<file path="config.mk">
export PLATFORM = sky130hd
export DESIGN_NAME = rob_commit
export DESIGN_NICKNAME = d
export VERILOG_FILES = /design/src/rtl/rob_commit_pkg.sv /design/src/rtl/rob_commit.sv
export SDC_FILE = /design/constraint.sdc
export NUM_CORES = 1
export LEC_CHECK = 0
export ABC_CLOCK_PERIOD_IN_PS = 9600
export BUFFER_PORTS_ARGS = -buffer_cell sky130_fd_sc_hd__buf_2
export CAP_MARGIN = 40
export CORE_MARGIN = 1
export CORE_UTILIZATION = 42
export DETAILED_ROUTE_END_ITERATION = 6
export PLACE_DENSITY_LB_ADDON = 0.05
export SLEW_MARGIN = 0
export SYNTH_ARGS = -nofsm -noshare
export SYNTH_HDL_FRONTEND = slang
export SYNTH_SLANG_ARGS = --single-unit
</file>
<file path="constraint.sdc">
create_clock -name clk_in -period 9.6 [get_ports clk_in]
set_clock_uncertainty 0.2 [all_clocks]
set_input_delay 1.92 -clock clk_in [delete_from_list [all_inputs] [get_ports clk_in]]
set_output_delay 1.92 -clock clk_in [all_outputs]
set_load 0.005 [all_outputs]
</file>
<file path="src/rtl/rob_commit_pkg.sv">
// Shared widths and ROB sizing for the commit stage.
// The helper picks the register index that reaches the register file at retire.
package rob_commit_pkg;

  localparam int unsigned RegBus  = 32;
  localparam int unsigned AddrBus = 32;
  localparam int unsigned InstBus = 32;
  localparam int unsigned RobDepth = 16;
  localparam int unsigned RobTagW  = 4;

  typedef logic [4:0] reg_idx_t;

  localparam reg_idx_t ZeroReg = 5'd0;

  // An entry without a destination retires against x0 so the regfile write is a no-op.
  function automatic reg_idx_t commit_rd_sel(input reg_idx_t rd, input logic rd_need);
    return rd_need ? rd : ZeroReg;
  endfunction

endpackage

</file>
<file path="src/rtl/rob_commit.sv">
// Reorder buffer: in-order allocation from dispatch, CDB result capture,
// in-order retirement to regfile/LSB and mispredict flush at commit.
module rob_commit
  import rob_commit_pkg::*;
#(
  parameter int unsigned DEPTH = RobDepth,
  parameter int unsigned TAG_W = RobTagW
) (
  input  logic                 clk_in,
  input  logic                 rst_in,
  input  logic                 rdy_in,
  input  logic                 dispatch_rob_rdy,
  input  logic [4:0]           dispatch_rd,
  input  logic                 dispatch_rd_in_need,
  input  logic                 dispatch_is_store,
  input  logic [AddrBus-1:0]   dispatch_npc,
  output logic [TAG_W-1:0]     rob_alloc_tag,
  output logic                 rob_full,
  input  logic                 cdb_valid,
  input  logic [TAG_W-1:0]     cdb_tag,
  input  logic [RegBus-1:0]    cdb_value,
  input  logic                 cdb_mispredict,
  input  logic [AddrBus-1:0]   cdb_target,
  output logic                 commit_valid,
  output logic [TAG_W-1:0]     commit_tag,
  output logic [4:0]           commit_rd,
  output logic [RegBus-1:0]    commit_value,
  output logic                 commit_store,
  output logic                 flush,
  output logic [AddrBus-1:0]   flush_pc
);

  localparam logic [TAG_W:0] CountMax  = (TAG_W+1)'(DEPTH);
  localparam logic [TAG_W:0] CountFull = (TAG_W+1)'(DEPTH - 2);

  // Per-field entry storage, indexed by tag.
  reg_idx_t           rd_q       [DEPTH];
  logic               rd_need_q  [DEPTH];
  logic               store_q    [DEPTH];
  logic [AddrBus-1:0] npc_q      [DEPTH];
  logic [RegBus-1:0]  value_q    [DEPTH];
  logic               mispred_q  [DEPTH];
  logic [AddrBus-1:0] target_q   [DEPTH];

  logic [DEPTH-1:0] busy_q, busy_d;
  logic [DEPTH-1:0] ready_q, ready_d;
  logic [TAG_W-1:0] head_q, head_d;
  logic [TAG_W-1:0] tail_q, tail_d;
  logic [TAG_W:0]   count_q, count_d;

  logic alloc_en;
  logic commit_en;
  logic flush_en;
  logic cdb_en;

  // Commit looks only at registered ready, so a CDB to the head never bypasses.
  assign alloc_en  = rdy_in && dispatch_rob_rdy && (count_q < CountMax);
  assign commit_en = rdy_in && busy_q[head_q] && ready_q[head_q];
  assign flush_en  = commit_en && mispred_q[head_q];
  assign cdb_en    = rdy_in && cdb_valid && busy_q[cdb_tag];

  assign rob_alloc_tag = tail_q;
  assign rob_full      = (count_q >= CountFull);

  always_comb begin
    busy_d  = busy_q;
    ready_d = ready_q;
    head_d  = head_q;
    tail_d  = tail_q;
    count_d = count_q;
    if (flush_en) begin
      busy_d  = '0;
      ready_d = '0;
      head_d  = '0;
      tail_d  = '0;
      count_d = '0;
    end else begin
      if (cdb_en) begin
        ready_d[cdb_tag] = 1'b1;
      end
      if (commit_en) begin
        busy_d[head_q]  = 1'b0;
        ready_d[head_q] = 1'b0;
        head_d          = head_q + TAG_W'(1);
      end
      if (alloc_en) begin
        busy_d[tail_q]  = 1'b1;
        ready_d[tail_q] = 1'b0;
        tail_d          = tail_q + TAG_W'(1);
      end
      unique case ({alloc_en, commit_en})
        2'b10:   count_d = count_q + (TAG_W+1)'(1);
        2'b01:   count_d = count_q - (TAG_W+1)'(1);
        default: count_d = count_q;
      endcase
    end
  end

  always_ff @(posedge clk_in) begin
    if (rst_in) begin
      busy_q       <= '0;
      ready_q      <= '0;
      head_q       <= '0;
      tail_q       <= '0;
      count_q      <= '0;
      commit_valid <= 1'b0;
      commit_tag   <= '0;
      commit_rd    <= ZeroReg;
      commit_value <= '0;
      commit_store <= 1'b0;
      flush        <= 1'b0;
      flush_pc     <= '0;
    end else begin
      busy_q       <= busy_d;
      ready_q      <= ready_d;
      head_q       <= head_d;
      tail_q       <= tail_d;
      count_q      <= count_d;
      commit_valid <= commit_en;
      flush        <= flush_en;
      if (commit_en) begin
        commit_tag   <= head_q;
        commit_rd    <= commit_rd_sel(rd_q[head_q], rd_need_q[head_q]);
        commit_value <= value_q[head_q];
        commit_store <= store_q[head_q];
      end
      if (flush_en) begin
        flush_pc <= target_q[head_q];
      end
    end
  end

  // Payload needs no reset: busy/ready gate every read of it.
  always_ff @(posedge clk_in) begin
    if (!rst_in && alloc_en && !flush_en) begin
      rd_q[tail_q]      <= dispatch_rd;
      rd_need_q[tail_q] <= dispatch_rd_in_need;
      store_q[tail_q]   <= dispatch_is_store;
      npc_q[tail_q]     <= dispatch_npc;
    end
    if (!rst_in && cdb_en) begin
      value_q[cdb_tag]   <= cdb_value;
      mispred_q[cdb_tag] <= cdb_mispredict;
      target_q[cdb_tag]  <= cdb_target;
    end
  end

endmodule

</file>
Word level (Yosys, flattened, before mapping)
Memories as Yosys holds them, arrays and structs flattened. A register that Yosys moved wholly into a read port is not among the register bits. Cells that the tools add are included. Widths: inputs -> output; s select.

Divide/modulo/power cells: 0. Bitwise logic cells: 7. Muxes and demuxes: 32. Add/sub/neg operators: 4. Multipliers: 0. Order comparisons: 8. Shift operators: 0. Equality and inequality tests: 2. Reduce and logical (&&, ||, !) cells: 17.

Operator list (count): $mux 16 (8); $and 16x16->16 (3); $not 16->16 (2); $or 16x16->16 (2); $mux 4 (6); $lt 4x5->1 const B (3); $logic_and 1x1->1 (13); $bmux 1 s4 (3); $demux 1 s4 (3); $ge 4x1->1 const B (3); $mux 1 (10); $pmux 5 s2 (1); $add 4x1->4 const B (2); $add 5x1->5 const B (1); $ge 5x4->1 const B (1); $lt 5x5->1 const B (1); $mux 5 (1); $sub 5x1->5 const B (1); $eq 2x1->1 const B (1); $eq 2x2->1 const B (1); $logic_not 1->1 (2); $reduce_bool 2->1 (1); $reduce_or 2->1 (1).

Register bits after elaboration: 56. Memories: 6. Bits in latches: 0. Input port bits: 113. ROM bits: 0. Memory bits (writable): 1152. Output and inout port bits: 81. Word-level logic and storage cells: 85.

Memories: target_q (depth 16, bits a word 32, rd ports 1, clocked after Yosys merged registers in 1, write ports 1, RTL line rob_commit.sv:43) `logic [AddrBus-1:0] target_q [DEPTH];`; value_q (depth 16, bits a word 32, rd ports 1, clocked after Yosys merged registers in 1, write ports 1, RTL line rob_commit.sv:41) `logic [RegBus-1:0] value_q [DEPTH];`; rd_q (depth 16, bits a word 5, rd ports 1, clocked after Yosys merged registers in 1, write ports 1, RTL line rob_commit.sv:37) `reg_idx_t rd_q [DEPTH];`; mispred_q (depth 16, bits a word 1, rd ports 1, clocked after Yosys merged registers in 1, write ports 1, RTL line rob_commit.sv:42) `logic mispred_q [DEPTH];`; rd_need_q (depth 16, bits a word 1, rd ports 1, clocked after Yosys merged registers in 1, write ports 1, RTL line rob_commit.sv:38) `logic rd_need_q [DEPTH];`; store_q (depth 16, bits a word 1, rd ports 1, clocked after Yosys merged registers in 1, write ports 1, RTL line rob_commit.sv:39) `logic store_q [DEPTH];`.

Logic depth before layout (Yosys ltp)
Gate-level depths: netlist (run 1).

Word-level depth: 12. Gate-level depth with buffers: 18. Gate-level depth less buffers: 14.

Worst setup path before layout (run 1)
No wires, ideal clock.

Path kind: input to register. Start point: input cdb_tag[0]. End point: memory mispred_q[10], enable pin. Stages on the path: 5. Required time: 8.832 ns. Path buffers: 1. Library setup time: 0.568 ns. Path slack: 1.474 ns. Data arrival time: 7.359 ns. Cells stage by stage: clkbuf_1 -> mux4_2 -> nand2_1 -> or3_1 -> nor3_1.

Longest elaborated chain between the ends: 6.

Ends and longest elaborated chain: start: declaration (RTL line rob_commit.sv:20) `input logic [TAG_W-1:0] cdb_tag,`; $bmux 1 s4 (RTL line rob_commit.sv:60) `assign cdb_en = rdy_in && cdb_valid && busy_q[cdb_tag];`; $mux 1 (implied by the code) (RTL line rob_commit.sv:60); $logic_and 1x1->1 (RTL line rob_commit.sv:60); $logic_and 1x1->1 (RTL line rob_commit.sv:141) `if (!rst_in && cdb_en) begin`; $mux 1 (RTL line rob_commit.sv:141); $mux 1 (implied by the code) (RTL line rob_commit.sv:143) `mispred_q[cdb_tag] <= cdb_mispredict;`; end: declaration (RTL line rob_commit.sv:42).

Several ways; a longest one is shown, not always the timed one. The select of a mux whose other input is x is not followed.

Final worst setup path (run 1)
Start point: register head_q[1]. End point: memory rd_q[13][4] in the netlist's numbering, enable pin.

Longest elaborated chain between the ends: 9. Elaborated cells between the ends (all ways): 11. Classes of those cells: 6 x mux; 5 x reduce/logical.

Ends and longest elaborated chain: start: declaration (RTL line rob_commit.sv:47) `logic [TAG_W-1:0] head_q, head_d;`; start signal: assignment (RTL line rob_commit.sv:103) `head_q <= '0;`; start signal: assignment (RTL line rob_commit.sv:116) `head_q <= head_d;`; $bmux 1 s4 (RTL line rob_commit.sv:58) `assign commit_en = rdy_in && busy_q[head_q] && ready_q[head_q];`; $mux 1 (implied by the code) (RTL line rob_commit.sv:58); $logic_and 1x1->1 (RTL line rob_commit.sv:58); $logic_and 1x1->1 * (RTL line rob_commit.sv:58); $logic_and 1x1->1 * (RTL line rob_commit.sv:59) `assign flush_en = commit_en && mispred_q[head_q];`; $logic_not 1->1 * (RTL line rob_commit.sv:135) `if (!rst_in && alloc_en && !flush_en) begin`; $logic_and 1x1->1 * (RTL line rob_commit.sv:135); $mux 1 * (RTL line rob_commit.sv:135); $mux 1 *; end: declaration (RTL line rob_commit.sv:37).

Every way passes the cells marked *; elsewhere a longest branch is shown, timed or not. The select of a mux whose other input is x is not followed.

==> impl_metrics.tcl, run 1 <==
set metrics [dict create \
    status "finished, final reports clean" \
    fin_cells 4177 \
    p_seq_share_pct 52.5 \
    io_pins 194 \
    route.detailed.drc 0 \
    r2r_start "head_q[1]" \
    vias_per_cell 5.617 \
    r2r_cells 10 \
    ys_ff_latch 1277 \
    initial_core_util_pct 42.51 \
    cts.clk_slew.worst_paths_ns 0.06 \
    r2r_slack_ns 5.16 \
    synth_area_um2 48810 \
    nNetsFinal 2672 \
    netlist.area_leader.share_pct 70.88 \
    overflow 0 \
    vias 23460 \
    maxSlewViolCount 0 \
    worst_pin_slew_ns 0.9198 \
    holdWs_ns 0.2499 \
    hold_path_class "reg2reg" \
    final_layout_size_suffix_gt1_share_pct 32.44 \
    clock_sinks 1277 \
    syn_area_per_cell_um2 21.40 \
    drt_iter0_markers 1910 \
    startpoint "head_q[1]" \
    crit_path_end "rd_q[13][4]" \
    synth_top_area_cell "edfxtp_1" \
    synth_edf_count 1152 \
    crit_path_end_kind "flop" \
    grt_pass1_vias 24960 \
    start_kind "flop" \
    setup_viol 0 \
    avgRoutedWirePerCell_um 28.07 \
    gp_congestion 0.7671 \
    slew_headroom_pct 38.35 \
    r2r-end "rd_q[13][4]" \
    maxCapViolations 0 \
    yosysUniqueCellTypes 47 \
    powerDensity_nw_per_um2 202.2 \
    post-route-min-period_ns 4.443 \
    drtPass1Iterations 5 \
    dieArea_um2 117600 \
    post_cts_resized 0 \
    tns_ns 0 \
    max_freq_mhz 225.1 \
    drt-total-wl_um 117300 \
    netSwitchingFraction_pct 19.17 \
    htree_levels 4 \
    synth.area.top_cells "edfxtp_1, mux4_2, dfxtp_1" \
    cts_hold_buf 0 \
    die_w_um 342.9 \
    worst_skew_pair.late_latency_ns 0.73 \
    synth_nets 2406 \
    yosysWarnings 0 \
    tritoncts "yes" \
    rsz0062_at_grt "false" \
    fin_crit_sh_pct 46.28 \
    netlist_top_cells_count "edfxtp_1, mux4_2, dfxtp_1" \
    critPathMaxFanout 41 \
    post_cts_buffers 0 \
    fin_util_pct 49.68 \
    switching_power_w 0.002211 \
    cts.path.max_buffers 3 \
    combPwrFrac_pct 1.0 \
    cts-buffers-inserted 139 \
    hold_viol 0 \
    ant_nets 0 \
    root_buffer "clkbuf_16" \
    grt_pass1_wl_um 171900 \
    power_leakage_nw 17.92 \
    synthCells 2281 \
    syn_to_final_growth_pct 16.85 \
    ir_drop_v 0.0001633 \
    clkPwrFrac_pct 46.5 \
    port_buffers 161 \
    yosysMostFrequentCell "edfxtp_1" \
    cp_data_arrival_time_ns 4.67 \
    seq_area_frac_synth_pct 76.00 \
    intPower_w 0.009322 \
    core-area_um2 114800 \
    async_flop_share_pct 0 \
    grt_usage_pct 20.39 \
    grt_max_degree 56 \
    dp_cells 3918 \
    crit_type "reg2reg" \
    chipHeight_um 342.9 \
    dp_hpwl_um 65780 \
    synthFlopType "edfxtp_1" \
    core.rowCount 124 \
    critical_path_required_ns 9.83 \
    grt_antenna_before_repair 18 \
    min_from "commit_rd[2]" \
]
-- metrics by stage --
stage / power (W) / instance area [um^2] / setup WS, ns
3_3_place_gp: 0.006279 / 51390 / 4.107
4_1_cts: 0.01167 / 57030 / 5.116
2_1_floorplan: 0.006200 / 48810 / 1.474
3_5_place_dp: 0.006290 / 52380 / 4.420
6_report: 0.01153 / 57030 / 5.157
5_1_grt: 0.01188 / 57030 / 4.942
-- critical path, stage by stage (launching register included) --
cell and delay (ns):
dfxtp_4 0.78, buf_4 0.45, mux2_1 0.37, o22ai_1 0.26, nor4b_2 0.11, o21ai_4 0.19, buf_4 0.44, buf_12 0.29
nor2_1 0.20, nor3_2 0.51, buf_6 0.22
-- cell usage in the layout, fill, tap and decap left out, types with 9 or more instances in the layout --
master	count
nand2_1	106
clkbuf_16	149
clkinv_2	16
nor2_1	96
buf_2	160
nor2b_1	9
o21ai_0	18
edfxtp_1	1152
nand2b_1	9
buf_16	23
nor3_1	9
mux4_2	364
clkbuf_1	33
clkinv_1	28
a21oi_1	83
buf_12	14
bufinv_16	12
a211oi_1	21
nor4_2	10
nor3_2	15
dfxtp_1	120
nor4_1	9
clkbuf_8	13
nand3_1	13
ha_1	12
buf_4	60
mux2i_1	46
-- sequential cells by signal, summed over array words and instances, names as in the netlist, 32 cells and up, named ones only --
signal        count
flush_pc         32
commit_value     32
rd_q             80
target_q        512
value_q         512
-- cells by family after synthesis --
kind of cell    share of synthesized area [%]
mux                                     17.81
buf+inv                                 1.361
flops                                   76.00
xor+xnor                               0.1615
fa+ha+maj                              0.3076
compound gates                          1.587
simple gates                            2.771
-- routing by layer --
layer,up-vias,GRT usage (%),part of all wire [%]
met5,-,0,0.069
met4,14,5.407,1.8
met3,175,3.496,4.4
met2,545,33.77,50
met1,12690,28.03,44
li1,10040,-,-
-- power by group through the flow --
stage | logic, W | clock network, W | registers, W
floorplan | 0.0000242 | 0 | 0.00618
global placement | 0.000107 | 0 | 0.00617
detailed placement | 0.000117 | 0 | 0.00617
CTS | 0.000117 | 0.00550 | 0.00606
global route | 0.000128 | 0.00570 | 0.00605
finish | 0.000116 | 0.00536 | 0.00606
-- layout make-up --
cell class,count,area (um^2)
fill,9388,57780
multi-input combinational,864,11170
timing repair buffer,259,2187
antenna,2,5.005
inverter,6,22.52
clock buffer,195,4031
clock inverter,62,611.8
tap,1512,1892
sequential,1277,37110
-- worst min path at each step --
stage,end,slack [ns],depth (start not counted)
2_1_floorplan,commit_rd[0],0.25,2
3_3_place_gp,commit_value[13],0.25,2
3_5_place_dp,commit_rd[3],0.25,2
4_1_cts,commit_rd[3],0.25,2
5_1_grt,commit_value[23],0.27,2
6_report,commit_rd[2],0.25,2
Power figures use the tool's default switching activity.
==> run 2, diff against run 1 <==
Settings changed: ABC_AREA from default to 1, ABC_CLOCK_PERIOD_IN_PS 9600 to 4550.
Clock period 9.6 ns to 4.55 ns, I/O delays scaled along.
==> impl_metrics.tcl, run 2 <==
set metrics [dict create \
    synthFlopType "edfxtp_1" \
    maxSlewViolCount 0 \
    grt_antenna_before_repair 18 \
    nNetsFinal 4331 \
    hold_path_class "reg2reg" \
    seq_area_frac_synth_pct 74.39 \
    port_buffers 161 \
    ant_nets 0 \
    cts.clk_slew.worst_paths_ns 0.05 \
    synth.area.top_cells "edfxtp_1, o21ai_0, dfxtp_1" \
    core-area_um2 117900 \
    worst_skew_pair.late_latency_ns 0.75 \
    grt_max_degree 195 \
    min_path_cells 2 \
    htree_levels 4 \
    dieArea_um2 120100 \
    cts.path.max_buffers 3 \
    cts-buffers-inserted 141 \
    clock_sinks 1277 \
    start_kind "flop" \
    r2r-end "count_q[4]" \
    setup_ws_ns 0.8631 \
    initial_core_util_pct 42.29 \
    post_cts_buffers 0 \
    tritoncts "yes" \
    yosysMostFrequentCell "edfxtp_1" \
    post-place-ws_ns 0.6852 \
    grt_pass1_vias 29990 \
    io_pins 194 \
    netlist_top_cells_count "edfxtp_1, nor2_1, nand2_1" \
    ys_ff_latch 1277 \
    powerDensity_nw_per_um2 418.8 \
    intPower_w 0.01912 \
    clkPwrFrac_pct 45.4 \
    p_seq_share_pct 53.4 \
    hold_end "flush_pc[30]" \
    busiest_layer "met2" \
    synth_nets 4199 \
    grt_usage_pct 22.58 \
    syn_area_per_cell_um2 12.24 \
    hold_viol 0 \
    met2_usage_pct 36.42 \
    setup_viol 0 \
    worst_pin_slew_ns 0.9671 \
    dp_hpwl_um 69010 \
    root_buffer "clkbuf_16" \
    drt_iter0_markers 2670 \
    cts_hold_buf 0 \
    max_freq_mhz 271.2 \
    fillCellCount 10660 \
    power_leakage_nw 19.59 \
    route.detailed.drc 0 \
    netSwitchingFraction_pct 20.15 \
    use_met1_pct 31.94 \
    final_cell_area_um2 57170 \
    r2r_start "head_q[0]" \
    critical_path_required_ns 5.02 \
    maxCapViolations 0 \
    cp_data_arrival_time_ns 4.16 \
    async_flop_share_pct 0 \
    avgRoutedWirePerCell_um 23.29 \
    vias_per_cell 5.432 \
    drtPass1Iterations 6 \
    layout_common_cells "edfxtp_1, nor2_1, nand2_1" \
    drt-total-wl_um 136500 \
    crit_path_end_kind "flop" \
    synthCells 4074 \
    grt_pass1_wl_um 201700 \
    yosysWarnings 0 \
    chipHeight_um 346.6 \
    post_cts_resized 0 \
    critPathMaxFanout 106 \
    slew_headroom_pct 35.53 \
    reg_top3 "target_q x512, value_q x512, rd_q x80" \
    startpoint "head_q[0]" \
    switching_power_w 0.004824 \
    status "finished, final reports clean" \
    combPwrFrac_pct 1.2 \
    grtUsageMet3_pct 3.502 \
    dpl-instance-area_um2 52750 \
    synth_area_um2 49870 \
    overflow 0 \
    crit_type "reg2reg" \
    min_from "flush_pc[30]" \
    ir_drop_v 0.0003735 \
    r2r_cells 21 \
    fin_crit_sh_pct 81.03 \
    vias 31850 \
    yosysUniqueCellTypes 34 \
    r2r_slack_ns 0.86 \
    die_w_um 346.6 \
    gp_congestion 0.8121 \
    syn_to_final_growth_pct 14.65 \
    post-route-min-period_ns 3.687 \
    synth_edf_count 1152 \
    core.rowCount 126 \
    synth_top_area_cell "edfxtp_1" \
    tns_ns 0 \
    netlist.area_leader.share_pct 69.37 \
    final_layout_size_suffix_gt1_share_pct 11.50 \
    final_common_cell "edfxtp_1" \
    rsz0062_at_grt "false" \
]
-- run 2: cell count changes after synthesis, moves of 21 or more --
cell      change
nor2_1      +556
inv_1        +85
nand2_1     +513
o21ai_0     +569
a211oi_1     -21
nand3_1      +87
o22ai_1     +264
mux2i_1      -46
clkbuf_1    +129
mux4_2      -364
a21oi_1      -26
nand4_1      +79
-- run 2: cells by family after synthesis --
family                   Yosys count  synth area share [%]
AND/OR/NAND/NOR                 1484                 12.02
flip-flops                      1277                 74.39
adder cells (fa/ha/maj)           12                0.3011
buffers and inverters            363                 3.046
AO/OA/AOI/OAI                    931                 10.12
XOR/XNOR                           7                0.1230
-- run 2: power by group through the flow --
| stage | clock [W] | sequential [W] | combinational (W) |
|---|---|---|---|
| floorplan | 0 | 0.0130 | 0.0000806 |
| global placement | 0 | 0.0130 | 0.000287 |
| detailed placement | 0 | 0.0130 | 0.000290 |
| CTS | 0.0111 | 0.0128 | 0.000291 |
| global route | 0.0116 | 0.0128 | 0.000317 |
| finish | 0.0109 | 0.0128 | 0.000286 |
-- run 2: final cells by class --
type	instances	area (um^2)	share of cell area, %
sequential	1277	37100	64.90
timing repair buffer	250	1842	3.222
inverter	102	409.1	0.7156
antenna	6	15.01	0.02626
clock buffer	178	3834	6.706
clock inverter	79	564.3	0.9870
tap	1536	1922	3.362
multi-input combinational	2434	11480	20.08
-- run 2: worst max path at each step --
stage	end	slack [ns]	depth (start not counted)
2_1_floorplan	mispred_q[4]	-0.59	9
3_3_place_gp	target_q[14][28]	0.69	8
3_5_place_dp	target_q[6][30]	0.69	10
4_1_cts	count_q[4]	0.85	21
5_1_grt	count_q[4]	0.54	21
6_report	count_q[4]	0.86	21
-- run 2: worst max-delay path, cell delays in order, from the launching register on --
cell and delay, ns:
dfxtp_4 0.71, inv_16 0.21, nand2_1 0.14, nand3_1 0.08, nand2_1 0.11, nand2_1 0.05, nand2_1 0.12, inv_2 0.04
nand2_2 0.37, nand2_2 0.12, inv_2 0.09, ha_1 0.22, xor2_1 0.10, ha_1 0.18, a21o_1 0.17, nand3_1 0.08
nand3b_1 0.11, a21oi_1 0.18, o21ai_0 0.11, nand2_1 0.07, nand2_1 0.04, nor2_1 0.08
-- run 2: stage by stage --
stage	hold WS [ns]	total power (W)	utilization, %	instances
floorplan	0.2413	0.01311	-	4074
global placement	0.2270	0.01331	44.62	5593
detailed placement	0.2275	0.01332	44.73	5598
CTS	0.2435	0.02419	48.46	5855
global route	0.2626	0.02467	48.47	5857
finish	0.2419	0.02395	48.48	5862
-- run 2: metal layers --
metal  vias to the layer above  part of all wire, %
met5                         -                0.084
met3                       196                  4.7
met1                     15920                   46
met2                       708                   47
met4                        16                  2.0
li1                      15000                    -
==> run 3, diff against run 2 <==
Settings changed: ABC_CLOCK_PERIOD_IN_PS 4550 to 3900.
Clock period 4.55 ns to 3.9 ns, I/O delays scaled along.
==> impl_metrics.tcl, run 3 (same netlist as run 2, synthesis figures left out) <==
set metrics [dict create \
    cts.clk_slew.worst_paths_ns 0.06 \
    status "finished, final reports clean" \
    fin_crit_sh_pct 85.15 \
    cts_hold_buf 0 \
    worst_pin_slew_ns 1.165 \
    initial_core_util_pct 42.29 \
    rsz0062_at_grt "false" \
    worst_skew_pair.late_latency_ns 0.75 \
    vias 31940 \
    clkPwrFrac_pct 46.0 \
    switching_power_w 0.005701 \
    start_kind "flop" \
    grt_pass1_wl_um 202100 \
    power_leakage_nw 19.77 \
    final_layout_size_suffix_gt1_share_pct 11.89 \
    netSwitchingFraction_pct 20.19 \
    core-area_um2 117900 \
    die_w_um 346.6 \
    use_met1_pct 31.43 \
    dpl-instance-area_um2 52990 \
    p_seq_share_pct 52.8 \
    fin_util_pct 48.80 \
    met2_usage_pct 36.62 \
    avgRoutedWirePerCell_um 23.19 \
    slew_headroom_pct 22.33 \
    htree_levels 4 \
    grtUsageMet3_pct 3.572 \
    maxSlewViolCount 0 \
    layout_common_cells "edfxtp_1, nor2_1, nand2_1" \
    busiest_layer "met2" \
    reg_top3 "target_q x512, value_q x512, rd_q x80" \
    gp_congestion 0.8072 \
    post-place-ws_ns 0.4459 \
    ant_nets 0 \
    cts-buffers-inserted 143 \
    vias_per_cell 5.425 \
    grt_antenna_before_repair 17 \
    hold_path_class "in2reg" \
    crit_type "reg2reg" \
    setup_viol 0 \
    fillCellCount 10680 \
    powerDensity_nw_per_um2 490.6 \
    root_buffer "clkbuf_16" \
    hold_viol 0 \
    critical_path_required_ns 4.38 \
    syn_to_final_growth_pct 15.40 \
    dieArea_um2 120100 \
    combPwrFrac_pct 1.2 \
    cts.path.max_buffers 3 \
    post_cts_resized 0 \
    drt-total-wl_um 136600 \
    core.rowCount 126 \
    post_cts_buffers 0 \
    seqCellArea_um2 37100 \
    max_freq_mhz 301.1 \
    setup_ws_ns 0.5790 \
    crit_path_end_kind "flop" \
    final_common_cell "edfxtp_1" \
    overflow 0 \
    multi_input_area_um2 11480 \
    io_pins 194 \
    post-route-min-period_ns 3.321 \
    clock_sinks 1277 \
    ir_drop_v 0.0003924 \
    critPathMaxFanout 104 \
    final_cell_area_um2 57550 \
    fin_cells 5888 \
    r2r_start "head_q[0]" \
    nNetsFinal 4354 \
    grt_max_degree 209 \
    dp_cells 5620 \
    drtPass1Iterations 5 \
    startpoint "head_q[0]" \
    intPower_w 0.02253 \
    port_buffers 161 \
    tritoncts "yes" \
    min_from "cdb_value[10]" \
    cp_data_arrival_time_ns 3.80 \
    grt_pass1_vias 30660 \
    route.detailed.drc 0 \
    grt_usage_pct 22.55 \
    maxCapViolations 0 \
    drt_iter0_markers 2477 \
    dp_hpwl_um 69140 \
    chipHeight_um 346.6 \
    holdWs_ns 0.1932 \
]
## run 3: cell types whose count changed in the layout (fill, tap and decap cells not counted), sizes merged
cell / delta
clkinv: -28
bufinv: -3
clkinvlp: -3
inv: +4
diode: -4
clkbuf: +39
buf: +21
## run 3: worst max-delay path, cell delays in order, from the launching register on
cell and delay, ns:
dfxtp_4 0.61, inv_16 0.16, nand2_1 0.15, nand3_1 0.08, nand2_1 0.09, nand2_1 0.08, nand3_2 0.13, nor2_8 0.04
nand2_2 0.08, inv_2 0.05, ha_1 0.23, xor2_1 0.17, ha_1 0.19, a21o_1 0.18, nand3_1 0.08, nand3b_1 0.10
a21oi_1 0.17, o21ai_0 0.11, nand2_1 0.06, nand2_1 0.04, nor2_1 0.08
## run 3: layout make-up
cell class                      count  area share [%]
Tap cell                         1536           3.340
Sequential cell                  1277           64.48
Clock buffer                      217           7.197
Inverter                          102          0.7110
Multi-Input combinational cell   2434           19.95
Clock inverter                     49          0.7153
Antenna cell                        2        0.008697
Timing Repair Buffer              271           3.601
## run 3: power groups by stage
stage	Sequential (W)	Clock, W	Combinational [W]
after CTS	0.0149	0.0133	0.000346
after global routing	0.0149	0.0138	0.000376
after detailed placement	0.0152	0	0.000345
after floorplan	0.0152	0	0.0000966
after global placement	0.0152	0	0.000342
final	0.0149	0.0130	0.000340
## run 3: worst paths after layout
path                    end  slack [ns]  cells after the start
min          value_q[5][10]        0.19                      1
min reg2reg    flush_pc[31]        0.24                      2
max              count_q[4]        0.58                     20
max reg2reg      count_q[4]        0.58                     20
## run 3: metal layers
layer / share of wire (%) / up-vias / routed length, um
li1: - / 15060 / -
met1: 46 / 15930 / 62860
met2: 47 / 720 / 64660
met3: 4.5 / 215 / 6113
met4: 2.0 / 18 / 2799
met5: 0.093 / - / 127
## run 3: stage by stage
stage | power [W] | TNS [ns]
2_1_floorplan | 0.01530 | -260.62
3_3_place_gp | 0.01554 | 0
3_5_place_dp | 0.01554 | 0
4_1_cts | 0.02856 | 0
5_1_grt | 0.02909 | 0
6_report | 0.02823 | 0
